===== src/rtl/dac_update_scheduler.sv =====
// Shares one SPI transmitter between the two MCP482x DAC channels: round-robin grant,
// command word build, SPI start/busy handshake, guard delay and LDAC latch pulse.
module dac_update_scheduler #(
  parameter int LDAC_CYCLES  = 2,
  parameter int GUARD_CYCLES = 4,
  parameter int BUSY_TIMEOUT = 16
) (
  input  logic        clk,
  input  logic        rst,
  input  logic        req_a,
  input  logic [11:0] code_a,
  input  logic        req_b,
  input  logic [11:0] code_b,
  input  logic        gain_x2,
  input  logic        shdn_n,
  input  logic        sync_mode,
  input  logic        spi_busy,
  output logic        spi_start,
  output logic [15:0] spi_data,
  output logic        ldac_n,
  output logic        ack_a,
  output logic        ack_b,
  output logic        timeout_err
);

  typedef enum logic [2:0] {
    IDLE      = 3'd0,
    START     = 3'd1,
    WAIT_BUSY = 3'd2,
    WAIT_DONE = 3'd3,
    GUARD     = 3'd4,
    LATCH     = 3'd5
  } state_t;

  // One counter serves the busy timeout, guard delay and latch width.
  localparam int CNT_M1 = (BUSY_TIMEOUT > LDAC_CYCLES) ? BUSY_TIMEOUT : LDAC_CYCLES;
  localparam int CNT_MAX = (CNT_M1 > GUARD_CYCLES) ? CNT_M1 : GUARD_CYCLES;
  localparam int CW = $clog2(CNT_MAX + 1);
  localparam logic [CW-1:0] TO_LAST  = CW'(BUSY_TIMEOUT - 1);
  localparam logic [CW-1:0] GD_LAST  = CW'((GUARD_CYCLES > 0) ? GUARD_CYCLES - 1 : 0);
  localparam logic [CW-1:0] LD_LAST  = CW'(LDAC_CYCLES - 1);
  localparam logic [CW-1:0] CNT_ONE  = CW'(1);
  localparam logic [CW-1:0] CNT_ZERO = CW'(0);

  function automatic logic [15:0] cmd_word(input logic ch, input logic gain_bit,
                                           input logic shdn_bit, input logic [11:0] code);
    return {ch, 1'b0, ~gain_bit, shdn_bit, code};
  endfunction

  state_t        state_r, state_s;
  logic          spi_start_r, spi_start_s;
  logic [15:0]   spi_data_r, spi_data_s;
  logic          ldac_n_r, ldac_n_s;
  logic          ack_a_r, ack_a_s, ack_b_r, ack_b_s;
  logic          timeout_err_r, timeout_err_s;
  logic          last_r, last_s;
  logic          cur_r, cur_s;
  logic          wr_a_r, wr_a_s, wr_b_r, wr_b_s;
  logic [CW-1:0] cnt_r, cnt_s;
  logic          grant_b_s;

  // Next-state and next-output logic for the transfer sequencer.
  always_comb begin
    state_s       = state_r;
    spi_start_s   = 1'b0;
    spi_data_s    = spi_data_r;
    ldac_n_s      = ldac_n_r;
    ack_a_s       = 1'b0;
    ack_b_s       = 1'b0;
    timeout_err_s = timeout_err_r;
    last_s        = last_r;
    cur_s         = cur_r;
    wr_a_s        = wr_a_r;
    wr_b_s        = wr_b_r;
    cnt_s         = cnt_r;
    // last_r = 1 means B was served last, so A wins a tie.
    grant_b_s     = req_b & (~req_a | ~last_r);
    case (state_r)
      IDLE: begin
        if (req_a | req_b) begin
          spi_start_s = 1'b1;
          last_s      = grant_b_s;
          cur_s       = grant_b_s;
          state_s     = START;
          if (grant_b_s) begin
            ack_b_s    = 1'b1;
            spi_data_s = cmd_word(1'b1, gain_x2, shdn_n, code_b);
          end else begin
            ack_a_s    = 1'b1;
            spi_data_s = cmd_word(1'b0, gain_x2, shdn_n, code_a);
          end
        end else begin
          state_s = IDLE;
        end
      end
      START: begin
        cnt_s   = CNT_ZERO;
        state_s = WAIT_BUSY;
      end
      WAIT_BUSY: begin
        if (spi_busy) begin
          state_s = WAIT_DONE;
        end else if (cnt_r == TO_LAST) begin
          timeout_err_s = 1'b1;
          state_s       = IDLE;
        end else begin
          cnt_s = cnt_r + CNT_ONE;
        end
      end
      WAIT_DONE: begin
        if (!spi_busy) begin
          if (cur_r) begin
            wr_b_s = 1'b1;
          end else begin
            wr_a_s = 1'b1;
          end
          cnt_s   = CNT_ZERO;
          state_s = GUARD;
        end else begin
          state_s = WAIT_DONE;
        end
      end
      GUARD: begin
        if (cnt_r == GD_LAST) begin
          if (!sync_mode || (wr_a_r && wr_b_r)) begin
            ldac_n_s = 1'b0;
            cnt_s    = CNT_ZERO;
            state_s  = LATCH;
          end else begin
            state_s = IDLE;
          end
        end else begin
          cnt_s = cnt_r + CNT_ONE;
        end
      end
      LATCH: begin
        if (cnt_r == LD_LAST) begin
          ldac_n_s = 1'b1;
          wr_a_s   = 1'b0;
          wr_b_s   = 1'b0;
          state_s  = IDLE;
        end else begin
          cnt_s = cnt_r + CNT_ONE;
        end
      end
      default: begin
        ldac_n_s = 1'b1;
        state_s  = IDLE;
      end
    endcase
  end

  // State and registered outputs.
  always_ff @(posedge clk or posedge rst) begin
    if (rst) begin
      state_r       <= IDLE;
      spi_start_r   <= 1'b0;
      spi_data_r    <= 16'h0000;
      ldac_n_r      <= 1'b1;
      ack_a_r       <= 1'b0;
      ack_b_r       <= 1'b0;
      timeout_err_r <= 1'b0;
      last_r        <= 1'b1;
      cur_r         <= 1'b0;
      wr_a_r        <= 1'b0;
      wr_b_r        <= 1'b0;
      cnt_r         <= CNT_ZERO;
    end else begin
      state_r       <= state_s;
      spi_start_r   <= spi_start_s;
      spi_data_r    <= spi_data_s;
      ldac_n_r      <= ldac_n_s;
      ack_a_r       <= ack_a_s;
      ack_b_r       <= ack_b_s;
      timeout_err_r <= timeout_err_s;
      last_r        <= last_s;
      cur_r         <= cur_s;
      wr_a_r        <= wr_a_s;
      wr_b_r        <= wr_b_s;
      cnt_r         <= cnt_s;
    end
  end

  assign spi_start   = spi_start_r;
  assign spi_data    = spi_data_r;
  assign ldac_n      = ldac_n_r;
  assign ack_a       = ack_a_r;
  assign ack_b       = ack_b_r;
  assign timeout_err = timeout_err_r;

endmodule


===== config.mk =====
export PLATFORM = sky130hd
export DESIGN_NAME = dac_update_scheduler
export DESIGN_NICKNAME = d
export VERILOG_FILES = /design/src/rtl/dac_update_scheduler.sv
export SDC_FILE = /design/constraint.sdc
export NUM_CORES = 1
export LEC_CHECK = 0
export ABC_AREA = 1
export CORE_MARGIN = 1
export CORE_UTILIZATION = 46
export DETAILED_ROUTE_END_ITERATION = 8
export GPL_ROUTABILITY_DRIVEN = 1
export PLACE_DENSITY = 0.82
export SLEW_MARGIN = 20
export SYNTH_ARGS = -nofsm -noshare
export SYNTH_HDL_FRONTEND = slang
export SYNTH_SLANG_ARGS = --single-unit

===== constraint.sdc =====
create_clock -name clk -period 2 [get_ports clk]
set_input_delay 0.4 -clock clk [delete_from_list [all_inputs] [get_ports clk]]
set_output_delay 0.4 -clock clk [all_outputs]
set_load 0.02 [all_outputs]

==> results.sh <==
export IMPL_grt_remaining_overflow=0
export IMPL_drive_gt1_share_pct=11.2
export IMPL_async_flop_share_pct=100
export IMPL_finish_net_count=303
export IMPL_hpwl_mm=2.73
export IMPL_switching_share_pct=44.3
export IMPL_synth_avg_cell_area_sq_um=7.84
export IMPL_finalCritPeriodShare_pct=93.0
export IMPL_dr_pass1_iters=4
export IMPL_htree_levels=2
export IMPL_final_hold_viol_count=0
export IMPL_cts_tree="done"
export IMPL_drtIter0Drc=88
export IMPL_ys_ff_latch=31
export IMPL_gp_congestion=0.894
export IMPL_vias=1559
export IMPL_initial_core_util_pct=48.9
export IMPL_skew_ns=0.00482
export IMPL_p_sw_uw=1380
export IMPL_wirelength_mm=3.66
export IMPL_pin_count=53
export IMPL_area_growth_pct=36.2
export IMPL_crit_path_cell_trace="clkdlybuf4s50_1"
export IMPL_drv_slew=0
export IMPL_layout_common_cells="nand2_1, clkdlybuf4s50_1, dfrtp_1"
export IMPL_cts_hold_buffers=0
export IMPL_cts_num_sinks=31
export IMPL_grt_max_degree=32
export IMPL_cts_buffer_depth=2
export IMPL_yosys_cell_types_count=29
export IMPL_p_seq_share_pct=34.5
export IMPL_drc=0
export IMPL_instances_no_fill=315
export IMPL_core_sq_um=3420
export IMPL_reg2reg_from="cnt_r[0]$_DFFE_PP0P_"
export IMPL_r2r_cells=10
export IMPL_reg2reg_slack_ns=0.30
export IMPL_fp_row_count=21
export IMPL_dieHeight_um=62.3
export IMPL_clock_latency_ns=0.33
export IMPL_timing_rr_end="cnt_r[1]$_DFFE_PP0P_"
export IMPL_fin_util_pct=66.6
export IMPL_cellLeakagePower_uw=0.00111
export IMPL_fin_crit_ns=1.86
export IMPL_max_freq_mhz=538
export IMPL_track_usage_pct=22.5
export IMPL_netlist_area_sq_um=1670
export IMPL_grt_pass1_vias=1531
export IMPL_fp_dieArea_sq_um=3880
export IMPL_die_w_um=62.3
export IMPL_syn_num_nets=248
export IMPL_drv_cap=0
export IMPL_wl_per_cell_um=11.6
export IMPL_synth_seq_area_share_pct=46.6
export IMPL_yosys_warnings=0
export IMPL_crit_type="flip-flop to output port"
export IMPL_comb_power_share_pct=54.1
export IMPL_path_max_fanout=2
export IMPL_outcome="completed"
export IMPL_placed_cells=307
export IMPL_worst_path_largest_cell_delay_ns=0.59
export IMPL_rsz0062_at_grt="no"
export IMPL_cp_end_kind="output port"
export IMPL_antenna_found_initial=0
export IMPL_setup_violations_final=0
export IMPL_ir_worst_vdd_mv=0.771
export IMPL_final_setup_tns_ns=0
export IMPL_cp_required_ns=1.60
export IMPL_cp_num_buf_inv=1
export IMPL_synth_edf_count=0
export IMPL_cts_root_buf="clkbuf_4"
export IMPL_diodes=0
export IMPL_cp_start_kind="flip-flop"
export IMPL_cp_arrival_ns=1.46
export IMPL_internal_power_uw=1730
export IMPL_final_common_cell="nand2_1"
export IMPL_post_cts_buffers=0
export IMPL_hold_path_class="input port to async pin"
export IMPL_p_total_uw=3110
export IMPL_antenna_left=0
export IMPL_cts_resized=0
export IMPL_crit_slowest_cell="clkdlybuf4s50_1"
export IMPL_power_per_cell_area_nw_per_um2=1370
export IMPL_p_clk_share_pct=11.4
export IMPL_grt_pass1_wl_mm=6.78
export IMPL_crit_family="buffers and inverters"
export IMPL_netlist_instances=213
export IMPL_clkTransAtPathRegs_ns=0.10
export IMPL_viasPerCell=4.95
export IMPL_numCtsBuffers=5
export IMPL_port_buffers=51
export IMPL_synth_main_ff_cell="dfrtp_1"
[synthesized netlist by cell type (2+ instances only)]
cell type,n,area share (%)
a21oi_1,4,1.2
buf_4,2,0.90
clkbuf_1,2,0.45
dfrtp_1,29,43
dfstp_2,2,3.1
ha_1,3,2.2
inv_1,17,3.8
inv_2,4,0.90
nand2_1,60,13
nand2_2,3,1.1
nand3_1,19,5.7
nand3_2,2,1.2
nor2_1,18,4.0
nor2_2,2,0.75
nor2_4,3,2.0
o21ai_0,8,2.4
o21ai_1,23,6.9
[cell families after synthesis]
group / count (synthesis) / synth area share [%]
adder cells (fa/ha/maj): 3 / 2.25
other: 1 / 0.225
XOR/XNOR: 1 / 0.524
flip-flops: 31 / 46.6
AND/OR/NAND/NOR: 112 / 31.4
AO/OA/AOI/OAI: 38 / 12.0
buffers and inverters: 27 / 7.04
[registers in the layout, indices dropped and copies added, names as in the netlist]
register,cells
last_r,1
spi_data,15
cnt_r,5
timeout_err,1
ldac_n,1
ack_a,1
wr_a_r,1
spi_start,1
wr_b_r,1
ack_b,1
state_r,3
[worst max-delay path by stage]
stage,startpoint,end,depth (start not counted)
floorplan,cnt_r[0]$_DFFE_PP0P_,cnt_r[2]$_DFFE_PP0P_,10
global placement,req_a,spi_data[0]$_DFFE_PP0N_,6
detailed placement,req_b,spi_data[0]$_DFFE_PP0N_,6
CTS,ldac_n$_DFFE_PP1P_,ldac_n,1
global route,ldac_n$_DFFE_PP1P_,ldac_n,1
finish,ldac_n$_DFFE_PP1P_,ldac_n,1
[per-layer routing]
layer  GRT usage [%]  part of all wire, %  up-vias
met5               0                    0        -
li1                -                    -      796
met1            25.6                   43      697
met3            9.56                  9.4        4
met2            37.9                   47       62
met4            7.56                  1.0        0
[cell type report]
| cell class | count | area [sq um] |
|---|---|---|
| Clock buffer | 5 | 37.5 |
| Multi-Input combinational cell | 155 | 774 |
| Timing Repair Buffer | 54 | 533 |
| Inverter | 21 | 78.8 |
| Sequential cell | 31 | 778 |
| Clock inverter | 3 | 15.0 |
| Fill cell | 286 | 1140 |
| Tap cell | 46 | 57.6 |
[power by group through the flow]
stage	registers [uW]	logic, uW	clock network [uW]
after floorplan	1270	894	0
after global placement	1080	1670	0
after detailed placement	1080	1690	0
after CTS	1070	1710	364
after global routing	1120	1880	400
final	1070	1680	353
[metrics by stage]
stage / area (sq um) / setup slack, ns / hold WS, ns
2_1_floorplan: 1670 / 0.461 / 0.442
3_3_place_gp: 2220 / 0.324 / 0.460
3_5_place_dp: 2220 / 0.254 / 0.463
4_1_cts: 2270 / 0.123 / 0.433
5_1_grt: 2270 / 0.0898 / 0.468
6_report: 2270 / 0.140 / 0.427
(Power assumes the default switching activity.)
